### src/rtl/mul_arb_pkg.sv
// mul_arb_pkg
// Shared definitions for the shared-multiplier arbiter slice.
//   state_t             : FSM encoding (IDLE, RUN, DONE)
//   DEFAULT_NUM_REQ     : default requester count
//   DEFAULT_DATA_WIDTH  : default operand width
//   stepWidth()         : width of the step counter for a given operand width
//   STEP_WIDTH          : step counter width at the default operand width
package mul_arb_pkg;

   typedef enum logic [1:0] {
      IDLE = 2'd0,
      RUN  = 2'd1,
      DONE = 2'd2
   } state_t;

   localparam int DEFAULT_NUM_REQ    = 4;
   localparam int DEFAULT_DATA_WIDTH = 16;

   // The step counter only has to reach DATA_WIDTH-1, so $clog2 is enough;
   // the floor of 1 keeps a degenerate 1-bit operand width legal.
   function automatic int stepWidth(input int width);
      return (width > 1) ? $clog2(width) : 1;
   endfunction

   localparam int STEP_WIDTH = stepWidth(DEFAULT_DATA_WIDTH);

endpackage

### src/rtl/mul_share_arbiter_rr_arbiter.sv
// rr_arbiter
// Picks one winner from a request vector. Purely combinational.
//   request   : per-requester request level
//   pointer   : index of the last granted requester
//   winner    : one-hot winner (all zero when nothing is requested)
//   winnerIdx : binary index of the winner
// Build option MUL_ARB_ROUND_ROBIN_EN: when defined, the search starts one
// past the pointer and wraps; otherwise the lowest index wins and the
// pointer is ignored.
module rr_arbiter
   import mul_arb_pkg::*;
#(
   parameter int NUM_REQ = DEFAULT_NUM_REQ,
   parameter int IDX_W   = $clog2(DEFAULT_NUM_REQ)
) (
   input  logic [NUM_REQ-1:0] request,
   input  logic [IDX_W-1:0]   pointer,
   output logic [NUM_REQ-1:0] winner,
   output logic [IDX_W-1:0]   winnerIdx
);

`ifdef MUL_ARB_ROUND_ROBIN_EN
   // Walk the requesters starting right after the previous owner so that
   // every continuously requesting client gets a turn.
   always_comb begin
      int idx;
      logic found;
      winner    = '0;
      winnerIdx = '0;
      found     = 1'b0;
      idx       = 0;
      for (int k = 1; k <= NUM_REQ; k++) begin
         idx = (int'(pointer) + k) % NUM_REQ;
         if (!found && request[idx]) begin
            winner[idx] = 1'b1;
            winnerIdx   = IDX_W'(idx);
            found       = 1'b1;
         end
      end
   end
`else
   logic unusedPointer;
   assign unusedPointer = ^pointer;

   // Fixed priority: the lowest requesting index wins.
   always_comb begin
      logic found;
      winner    = '0;
      winnerIdx = '0;
      found     = 1'b0;
      for (int k = 0; k < NUM_REQ; k++) begin
         if (!found && request[k]) begin
            winner[k] = 1'b1;
            winnerIdx = IDX_W'(k);
            found     = 1'b1;
         end
      end
   end
`endif

endmodule

### src/rtl/mul_share_arbiter.sv
// mul_share_arbiter
// One iterative shift-add multiplier shared among NUM_REQ requesters.
//   clk      : clock, all state on the rising edge
//   rst_n    : asynchronous active-low reset
//   iRequest : per-requester request level
//   iDato_A  : packed multiplicands, requester i at [i*DATA_WIDTH +: DATA_WIDTH]
//   iDato_B  : packed multipliers, same packing
//   oGrant   : one-hot owner while an operation is in progress
//   oBusy    : high while an operation is in progress
//   oDone    : one-cycle one-hot pulse to the owner when oResult is valid
//   oResult  : last product, held until the next completion
// Build option MUL_ARB_ROUND_ROBIN_EN selects round-robin arbitration;
// without it the lowest requesting index always wins.
module mul_share_arbiter
   import mul_arb_pkg::*;
#(
   parameter int NUM_REQ    = DEFAULT_NUM_REQ,
   parameter int DATA_WIDTH = DEFAULT_DATA_WIDTH
) (
   input  logic                          clk,
   input  logic                          rst_n,
   input  logic [NUM_REQ-1:0]            iRequest,
   input  logic [NUM_REQ*DATA_WIDTH-1:0] iDato_A,
   input  logic [NUM_REQ*DATA_WIDTH-1:0] iDato_B,
   output logic [NUM_REQ-1:0]            oGrant,
   output logic                          oBusy,
   output logic [NUM_REQ-1:0]            oDone,
   output logic [2*DATA_WIDTH-1:0]       oResult
);

   localparam int IDX_W = $clog2(NUM_REQ);
   localparam int CNT_W = stepWidth(DATA_WIDTH);

   state_t                    state;
   state_t                    nextState;
   logic [NUM_REQ-1:0]        grantReg;
   logic                      busyReg;
   logic [NUM_REQ-1:0]        doneReg;
   logic [2*DATA_WIDTH-1:0]   resultReg;
   logic [DATA_WIDTH-1:0]     opA;
   logic [DATA_WIDTH-1:0]     opB;
   logic [2*DATA_WIDTH:0]     acc;
   logic [CNT_W-1:0]          stepCnt;
   logic [NUM_REQ-1:0]        reqWinner;
   logic [IDX_W-1:0]          reqWinnerIdx;
   logic [IDX_W-1:0]          rrPointer;
   logic                      anyRequest;
   logic                      lastStep;
   logic [DATA_WIDTH-1:0]     addend;
   logic [DATA_WIDTH:0]       upperSum;
   logic [2*DATA_WIDTH:0]     accNext;

   assign anyRequest = |iRequest;

   rr_arbiter #(
      .NUM_REQ (NUM_REQ),
      .IDX_W   (IDX_W)
   ) uArbiter (
      .request   (iRequest),
      .pointer   (rrPointer),
      .winner    (reqWinner),
      .winnerIdx (reqWinnerIdx)
   );

`ifdef MUL_ARB_ROUND_ROBIN_EN
   // The pointer remembers the last owner and moves only when a grant is
   // made; resetting it to the top index makes requester 0 win first.
   always_ff @(posedge clk or negedge rst_n) begin
      if (!rst_n) begin
         rrPointer <= IDX_W'(NUM_REQ - 1);
      end else if (state == IDLE && anyRequest) begin
         rrPointer <= reqWinnerIdx;
      end
   end
`else
   assign rrPointer = '0;
`endif

   // One shift-add step: conditionally add A into the upper half, then
   // shift everything right. The extra top bit of the accumulator catches
   // the carry of the add before the shift brings it back into range.
   assign addend   = opB[0] ? opA : '0;
   assign upperSum = acc[2*DATA_WIDTH:DATA_WIDTH] + {1'b0, addend};
   assign accNext  = {upperSum, acc[DATA_WIDTH-1:0]} >> 1;
   assign lastStep = (state == RUN) && (stepCnt == CNT_W'(DATA_WIDTH - 1));

   // State register.
   always_ff @(posedge clk or negedge rst_n) begin
      if (!rst_n) begin
         state <= IDLE;
      end else begin
         state <= nextState;
      end
   end

   // Next-state logic: a request in IDLE starts a fixed-length run, and
   // DONE always lasts exactly one cycle.
   always_comb begin
      nextState = state;
      case (state)
         IDLE:    if (anyRequest) nextState = RUN;
         RUN:     if (lastStep)   nextState = DONE;
         DONE:    nextState = IDLE;
         default: nextState = IDLE;
      endcase
   end

   // Datapath and output registers. Operands are captured only at grant,
   // so later changes on the input buses cannot disturb the operation.
   always_ff @(posedge clk or negedge rst_n) begin
      if (!rst_n) begin
         grantReg  <= '0;
         busyReg   <= 1'b0;
         doneReg   <= '0;
         resultReg <= '0;
         opA       <= '0;
         opB       <= '0;
         acc       <= '0;
         stepCnt   <= '0;
      end else begin
         case (state)
            IDLE: begin
               if (anyRequest) begin
                  opA      <= iDato_A[reqWinnerIdx*DATA_WIDTH +: DATA_WIDTH];
                  opB      <= iDato_B[reqWinnerIdx*DATA_WIDTH +: DATA_WIDTH];
                  acc      <= '0;
                  stepCnt  <= '0;
                  grantReg <= reqWinner;
                  busyReg  <= 1'b1;
               end
            end
            RUN: begin
               acc     <= accNext;
               opB     <= opB >> 1;
               stepCnt <= stepCnt + CNT_W'(1);
               if (lastStep) begin
                  resultReg <= accNext[2*DATA_WIDTH-1:0];
                  doneReg   <= grantReg;
               end
            end
            DONE: begin
               doneReg  <= '0;
               grantReg <= '0;
               busyReg  <= 1'b0;
            end
            default: ;
         endcase
      end
   end

   assign oGrant  = grantReg;
   assign oBusy   = busyReg;
   assign oDone   = doneReg;
   assign oResult = resultReg;

endmodule

### config.mk
export PLATFORM = sky130hd
export DESIGN_NAME = mul_share_arbiter
export DESIGN_NICKNAME = d
export VERILOG_FILES = /design/src/rtl/mul_arb_pkg.sv /design/src/rtl/mul_share_arbiter_rr_arbiter.sv /design/src/rtl/mul_share_arbiter.sv
export SDC_FILE = /design/constraint.sdc
export NUM_CORES = 1
export LEC_CHECK = 0
export BUFFER_PORTS_ARGS = -buffer_cell sky130_fd_sc_hd__buf_4
export CORE_MARGIN = 10
export CORE_UTILIZATION = 47
export DETAILED_ROUTE_END_ITERATION = 10
export MAX_ROUTING_LAYER = met4
export PLACE_DENSITY_LB_ADDON = 0.3
export SLEW_MARGIN = 20
export SYNTH_ARGS = -nofsm -noshare
export SYNTH_HDL_FRONTEND = slang
export SYNTH_SLANG_ARGS = --single-unit
### constraint.sdc
create_clock -name clk -period 2.6 [get_ports clk]
set_clock_uncertainty 0.2 [all_clocks]
set_input_delay 0.26 -clock clk [delete_from_list [all_inputs] [get_ports clk]]
set_output_delay 0.26 -clock clk [all_outputs]
set_load 0.02 [all_outputs]
==> key figures, run 1 <==
STA
  • Setup slack after layout: 0.0904 ns
  • Minimum clock period: 2.51 ns
  • Worst slew margin: 0.369
  • Final hold vios: 0
  • FMAX: 398 MHz
  • Final setup fails: 0
  • Setup_tns: 0 ns
  • Slew @ Worst Pin: 0.941 ns
  • RSZ-0062 raised after global routing: yes
  • Fin Hold WS: 0.0380 ns
  • Period utilization: 0.965
  • Final slew viol count: 0

Worst setup path
  • Critical Path RT: 2.64 ns
  • Worst Reg2Reg Path Length in Cells: 9
  • Critical Path Sink: oResult[22]
  • FF-to-FF setup slack: 0.09 ns
  • CP Capture Type: flop
  • Worst-path maximum fanout: 15
  • Crit path from: opB[0]
  • Reg-to-reg critical path endpoint: oResult[22]
  • Startpoint Class: flop
  • Critical path class: reg -> reg
  • Worst r2r src: opB[0]
  • WP data arrival: 2.55 ns

Layout
  • Commonest non-fill, non-tap cells in the layout: buf_4, nand2_1, dfrtp_1
  • Layout area overhead: 32.4%
  • # diodes: 0
  • Final #Nets: 953
  • Filler instances: 1018
  • Commonest non-fill, non-tap cell in the layout: buf_4
  • Design area: 7750 µm²
  • Share of layout cells above drive strength 1: 0.315

Die
  • Starting Density: 0.484
  • Die Width: 132 µm
  • Die Area: 17300 µm²
  • Row count: 40
  • Num ports: 175
  • Die height: 132 µm
  • Total core area: 12100 µm²

Synthesis
  • Netlist cell types: 58
  • Warnings from Yosys: 0
  • Asr flop ratio synth: 1.00
  • Post-synthesis sequential area ratio: 0.470
  • Count of state elements after synthesis: 110
  • Main synth FF type: dfrtp_1
  • Mapped Avg Cell Area: 9.24 µm²
  • Synthesized area: 5860 µm²
  • Number of synthesized flops with an enable pin: 0
  • Synth Instances: 634
  • Syn Nets: 786

Clock tree
  • CTS buffer count: 9
  • Clock transition at path regs: 0.08 ns
  • Clk root buf: clkbuf_16
  • H-tree levels: 3
  • Clk buf depth: 2
  • Worst-Skew Late Latency: 0.35 ns
  • Clk sink count: 110
  • CTS tree: built

Power
  • Gate power share: 0.464
  • Sequential power share: 0.374
  • Int Power: 4.82 mW
  • PD cells: 1030 nW/µm²
  • IR drop worst, VDD: 0.492 mV
  • Leakage: 3.77 nW
  • Sw frac: 0.398
  • Clock group share of total power: 0.163
  • Switching power: 3.18 mW

Hold path
  • Hold crit path type: in -> reg

GRT
  • Gr ovfl total: 0
  • Largest net degree at the start of global routing: 47
  • All-Layer GR Usage: 0.201
  • Vias in the first global route: 5568
  • First-pass GRT wire length: 28100 µm
  • Initial antenna violation count: 0

Placed design
  • Placed inst area: 7340 µm²
  • Worst slack after detailed placement: -0.0233 ns
  • Hpwl dp: 13400 µm
  • Port Buffers: 174
  • RD Place Congestion: 0.946

Flow run
  • Max cap viols: 0

Drt
  • DRT iter0 DRCs: 305
  • Post-DRT Antenna Nets: 0
  • Via density per instance: 5.56
  • Drc violations: 0
  • WL final: 17400 µm
  • Vias post-DR: 5417
  • Avg WL per Cell: 17.8 µm
  • Drt pass-1 iters: 4

Outcome
  • Status: finished clean
[cell type report]
type / instances / area (µm²) / area share
multi-input combinational: 470 / 2950 / 0.381
sequential: 110 / 2750 / 0.355
timing repair buffer: 201 / 1530 / 0.197
clock buffer: 10 / 229 / 0.0295
tap: 168 / 210 / 0.0271
clock inverter: 6 / 51.3 / 0.00662
inverter: 9 / 33.8 / 0.00436
[power groups by stage]
stage / registers (mW) / clock network, mW / logic (mW)
2_1_floorplan: 3.17 / 0 / 2.02
3_3_place_gp: 2.99 / 0 / 3.46
3_5_place_dp: 2.99 / 0 / 3.58
4_1_cts: 2.98 / 1.33 / 3.59
5_1_grt: 3.08 / 1.40 / 4.08
6_report: 2.99 / 1.30 / 3.70
[cell usage after synthesis, drive strengths merged, types with 2 or more instances]
master  count  area [µm²]
o21a        5        37.5
a31o        2        17.5
a221o      16         160
buf        29         155
nand2     173         652
xnor2       8        70.1
o211ai      2        20.0
nand3      31         155
ha         17         213
clkbuf     16        61.3
inv         9        33.8
a21oi      21         120
nor2       15        66.3
nor3        9        65.1
a21o        5        37.5
or3         3        18.8
o21ai      46         234
and2       15        93.8
mux2        3        33.8
dfrtp     110        2750
a22o       21         184
and4        2        17.5
nand4       4        25.0
xor2        3        26.3
o221ai     32         280
a31oi      16         100
o31ai       4        30.0
[through the flow]
stage / instances / total power, mW / utilization
finish: 974 / 7.99 / 0.640
floorplan: 634 / 5.20 / -
global placement: 953 / 6.44 / 0.606
detailed placement: 953 / 6.58 / 0.606
CTS: 971 / 7.90 / 0.631
global route: 974 / 8.56 / 0.640
[how the worst min path moves through the flow]
stage | cells past startpoint | slack, ns | startpoint | end
5_1_grt | 3 | 0.04 | iDato_A[6] | opA[6]
4_1_cts | 3 | 0.04 | iDato_A[13] | opA[13]
3_3_place_gp | 1 | 0.04 | rst_n | oResult[10]
2_1_floorplan | 0 | -0.24 | rst_n | acc[10]
6_report | 3 | 0.04 | iDato_A[13] | opA[13]
3_5_place_dp | 1 | 0.05 | rst_n | oResult[9]
[critical path, stage by stage, from the launching register on]
cell and delay (ns):
dfrtp_1 0.39, buf_4 0.19, and2_1 0.15, ha_1 0.28, a21o_1 0.19, a31o_2 0.24, nor2_2 0.15, o21ai_0 0.13
xor2_1 0.18, mux2_2 0.28
[layer usage]
layer / global-route usage / wire [µm] / up-vias
li1: - / - / 2619
met1: 0.259 / 7930 / 2571
met2: 0.312 / 8080 / 206
met3: 0.0438 / 1040 / 21
met4: 0.0593 / 303 / 0
met5: - / 0 / -
[sequential cells by signal (all words and copies together) (netlist names)]
signal,cells
state,2
opA,16
stepCnt,4
oGrant,4
oResult,32
opB,16
oDone,4
oBusy,1
acc,31
[logic make-up (layout without fill, tap and decap cells)]
| family | count (synthesis) | in the layout | share of synthesized area |
|---|---|---|---|
| simple gates | 257 | 257 | 0.196 |
| compound gates | 181 | 181 | 0.229 |
| flops | 110 | 110 | 0.470 |
| buf+inv | 54 | 226 | 0.0427 |
| fa+ha+maj | 18 | 18 | 0.0397 |
| xor+xnor | 11 | 11 | 0.0165 |
| mux | 3 | 3 | 0.00577 |
[timing repair]
item | CTS | global route
endpoints found under the hold margin | 35 | 0
resized for setup | 1 | 17
buffers inserted | 0 | 3
hold buffers | 2 | 0
pin swaps | 1 | 8
setup endpoints to repair | 5 | 16
(Power assumes the default switching activity.)
==> run 2: changes to the inputs <==
BUFFER_PORTS_ARGS = -buffer_cell sky130_fd_sc_hd__buf_2   (was -buffer_cell sky130_fd_sc_hd__buf_4)
==> key figures, run 2 (synthesis gave the netlist of run 1 again) <==
Placed design
  • Hpwl dp: 13300 µm
  • Placed cells: 951
  • Placed inst area: 6900 µm²
  • Port Buffers: 174
  • RD Place Congestion: 0.900

Layout
  • Layout area overhead: 24.3%
  • Commonest non-fill, non-tap cells in the layout: buf_2, nand2_1, dfrtp_1
  • Post-route insts no fill: 968
  • Filler instances: 1081
  • Number of flip-flops in the largest register: 32
  • Register area: 2750 µm²
  • Design area: 7280 µm²
  • Final #Nets: 949
  • Commonest non-fill, non-tap cell in the layout: buf_2
  • # diodes: 0
  • Share of layout cells above drive strength 1: 0.314
  • Multi-input gate area: 2950 µm²

GRT
  • Vias in the first global route: 5653
  • Largest net degree at the start of global routing: 67
  • All-Layer GR Usage: 0.200
  • Gr ovfl total: 0
  • First-pass GRT wire length: 28100 µm
  • Initial antenna violation count: 0

Die
  • Die height: 132 µm
  • Total core area: 12100 µm²
  • Num ports: 175
  • Starting Density: 0.484
  • Die Area: 17300 µm²
  • Row count: 40
  • Die Width: 132 µm

Drt
  • Max layer used: met4
  • Vias post-DR: 5398
  • Drt pass-1 iters: 5
  • Avg WL per Cell: 17.6 µm
  • Post-DRT Antenna Nets: 0
  • Via density per instance: 5.58
  • DR WL met2: 7680 µm
  • WL final: 17100 µm
  • DRT iter0 DRCs: 253
  • Drc violations: 0
  • Routed met1 length: 7870 µm
  • Met3 WL: 1150 µm

Power
  • Pwr Total: 7.75 mW
  • IR drop worst, VDD: 0.521 mV
  • PD cells: 1060 nW/µm²
  • Leakage: 3.62 nW

Worst setup path
  • CP Capture Type: flop
  • CP max stage delay: 0.40 ns
  • Critical Path RT: 2.63 ns
  • Slowest CP cell: dfrtp_1
  • Worst Reg2Reg Path Length in Cells: 9
  • FF-to-FF setup slack: 0.07 ns
  • Reg-to-reg critical path endpoint: acc[30]
  • Worst r2r src: opB[0]
  • WP data arrival: 2.56 ns
  • Critical path class: reg -> reg
  • Worst-path maximum fanout: 15
  • Startpoint Class: flop
  • Worst path cell trace: buf_6, and2_1, ha_1, a21oi_2, nor3_2, a2111oi_4, nand3_2, a32o_1, a31o_1

Clock tree
  • Clock transition at path regs: 0.07 ns
  • Clk sink count: 110
  • Clk root buf: clkbuf_16
  • H-tree levels: 3
  • Worst-Skew Late Latency: 0.35 ns
  • Clk buf depth: 2
  • CTS buffer count: 9
  • CTS tree: built

STA
  • Minimum clock period: 2.53 ns
  • Final setup fails: 0
  • RSZ-0062 raised after global routing: yes
  • Fin Hold WS: 0.0249 ns
  • Final slew viol count: 0
  • Setup_tns: 0 ns
  • Period utilization: 0.973
  • Slew @ Worst Pin: 0.891 ns
  • Worst slew margin: 0.402
  • Final hold vios: 0
  • FMAX: 395 MHz

Hold path
  • Hold crit path type: in -> reg
  • Hold Crit Start: iDato_A[11]
  • Worst Hold Path Cells: 3
  • Hold EP: opA[11]

Outcome
  • Status: finished clean

Flow run
  • Max cap viols: 0
-- run 2: cell types whose count changed in the layout (fill, tap and decap cells not counted), sizes merged --
cell | before | now
clkinv | 2 | 1
dlygate4sd3 | 2 | 1
clkinvlp | 0 | 1
buf | 199 | 196
inv | 13 | 12
clkbuf | 10 | 9
-- run 2: how the worst max path moves through the flow --
stage / startpoint / end / depth (start not counted)
3_3_place_gp: opB[0] / oResult[28] / 9
4_1_cts: opB[0] / acc[30] / 9
2_1_floorplan: opB[0] / acc[30] / 9
6_report: opB[0] / acc[30] / 9
3_5_place_dp: opB[0] / acc[30] / 9
5_1_grt: opB[0] / acc[29] / 10
-- run 2: power breakdown --
part | total (mW) | internal (mW) | switching (mW)
Sequential | 2.97 | 2.47 | 0.504
Clock | 1.26 | 0.651 | 0.613
Combinational | 3.51 | 1.48 | 2.03
Total | 7.75 | 4.59 | 3.15
-- run 2: per-layer routing --
layer / vias to the layer above / track usage
met3: 24 / 0.0480
met2: 214 / 0.305
met4: 0 / 0.0630
li1: 2607 / -
met1: 2553 / 0.259
met5: - / -
-- run 2: layout make-up --
cell class	instances	share of cell area
timing repair buffer	197	0.146
clock inverter	5	0.00584
tap	168	0.0289
clock buffer	9	0.0309
inverter	9	0.00464
sequential	110	0.378
multi-input combinational	470	0.405
-- run 2: critical path, delay by kind of cell (launching register included) --
| family | cells | cell delay [ns] |
|---|---|---|
| AND/OR/NAND/NOR | 3 | 0.38 |
| buffers and inverters | 1 | 0.15 |
| adder cells (fa/ha/maj) | 1 | 0.32 |
| flip-flops | 1 | 0.40 |
| AO/OA/AOI/OAI | 4 | 0.98 |
-- run 2: through the flow --
step	util	setup slack, ns
2_1_floorplan	-	0.144
3_3_place_gp	0.569	0.0932
3_5_place_dp	0.569	0.0311
4_1_cts	0.592	0.00669
5_1_grt	0.601	-0.0357
6_report	0.601	0.0705
-- run 2: repair_timing --
action	4_1_cts	5_1_grt
buffers inserted	0	2
hold buffers	1	0
endpoints found under the setup margin	0	20
endpoints found under the hold margin	44	0
resized for setup	0	21
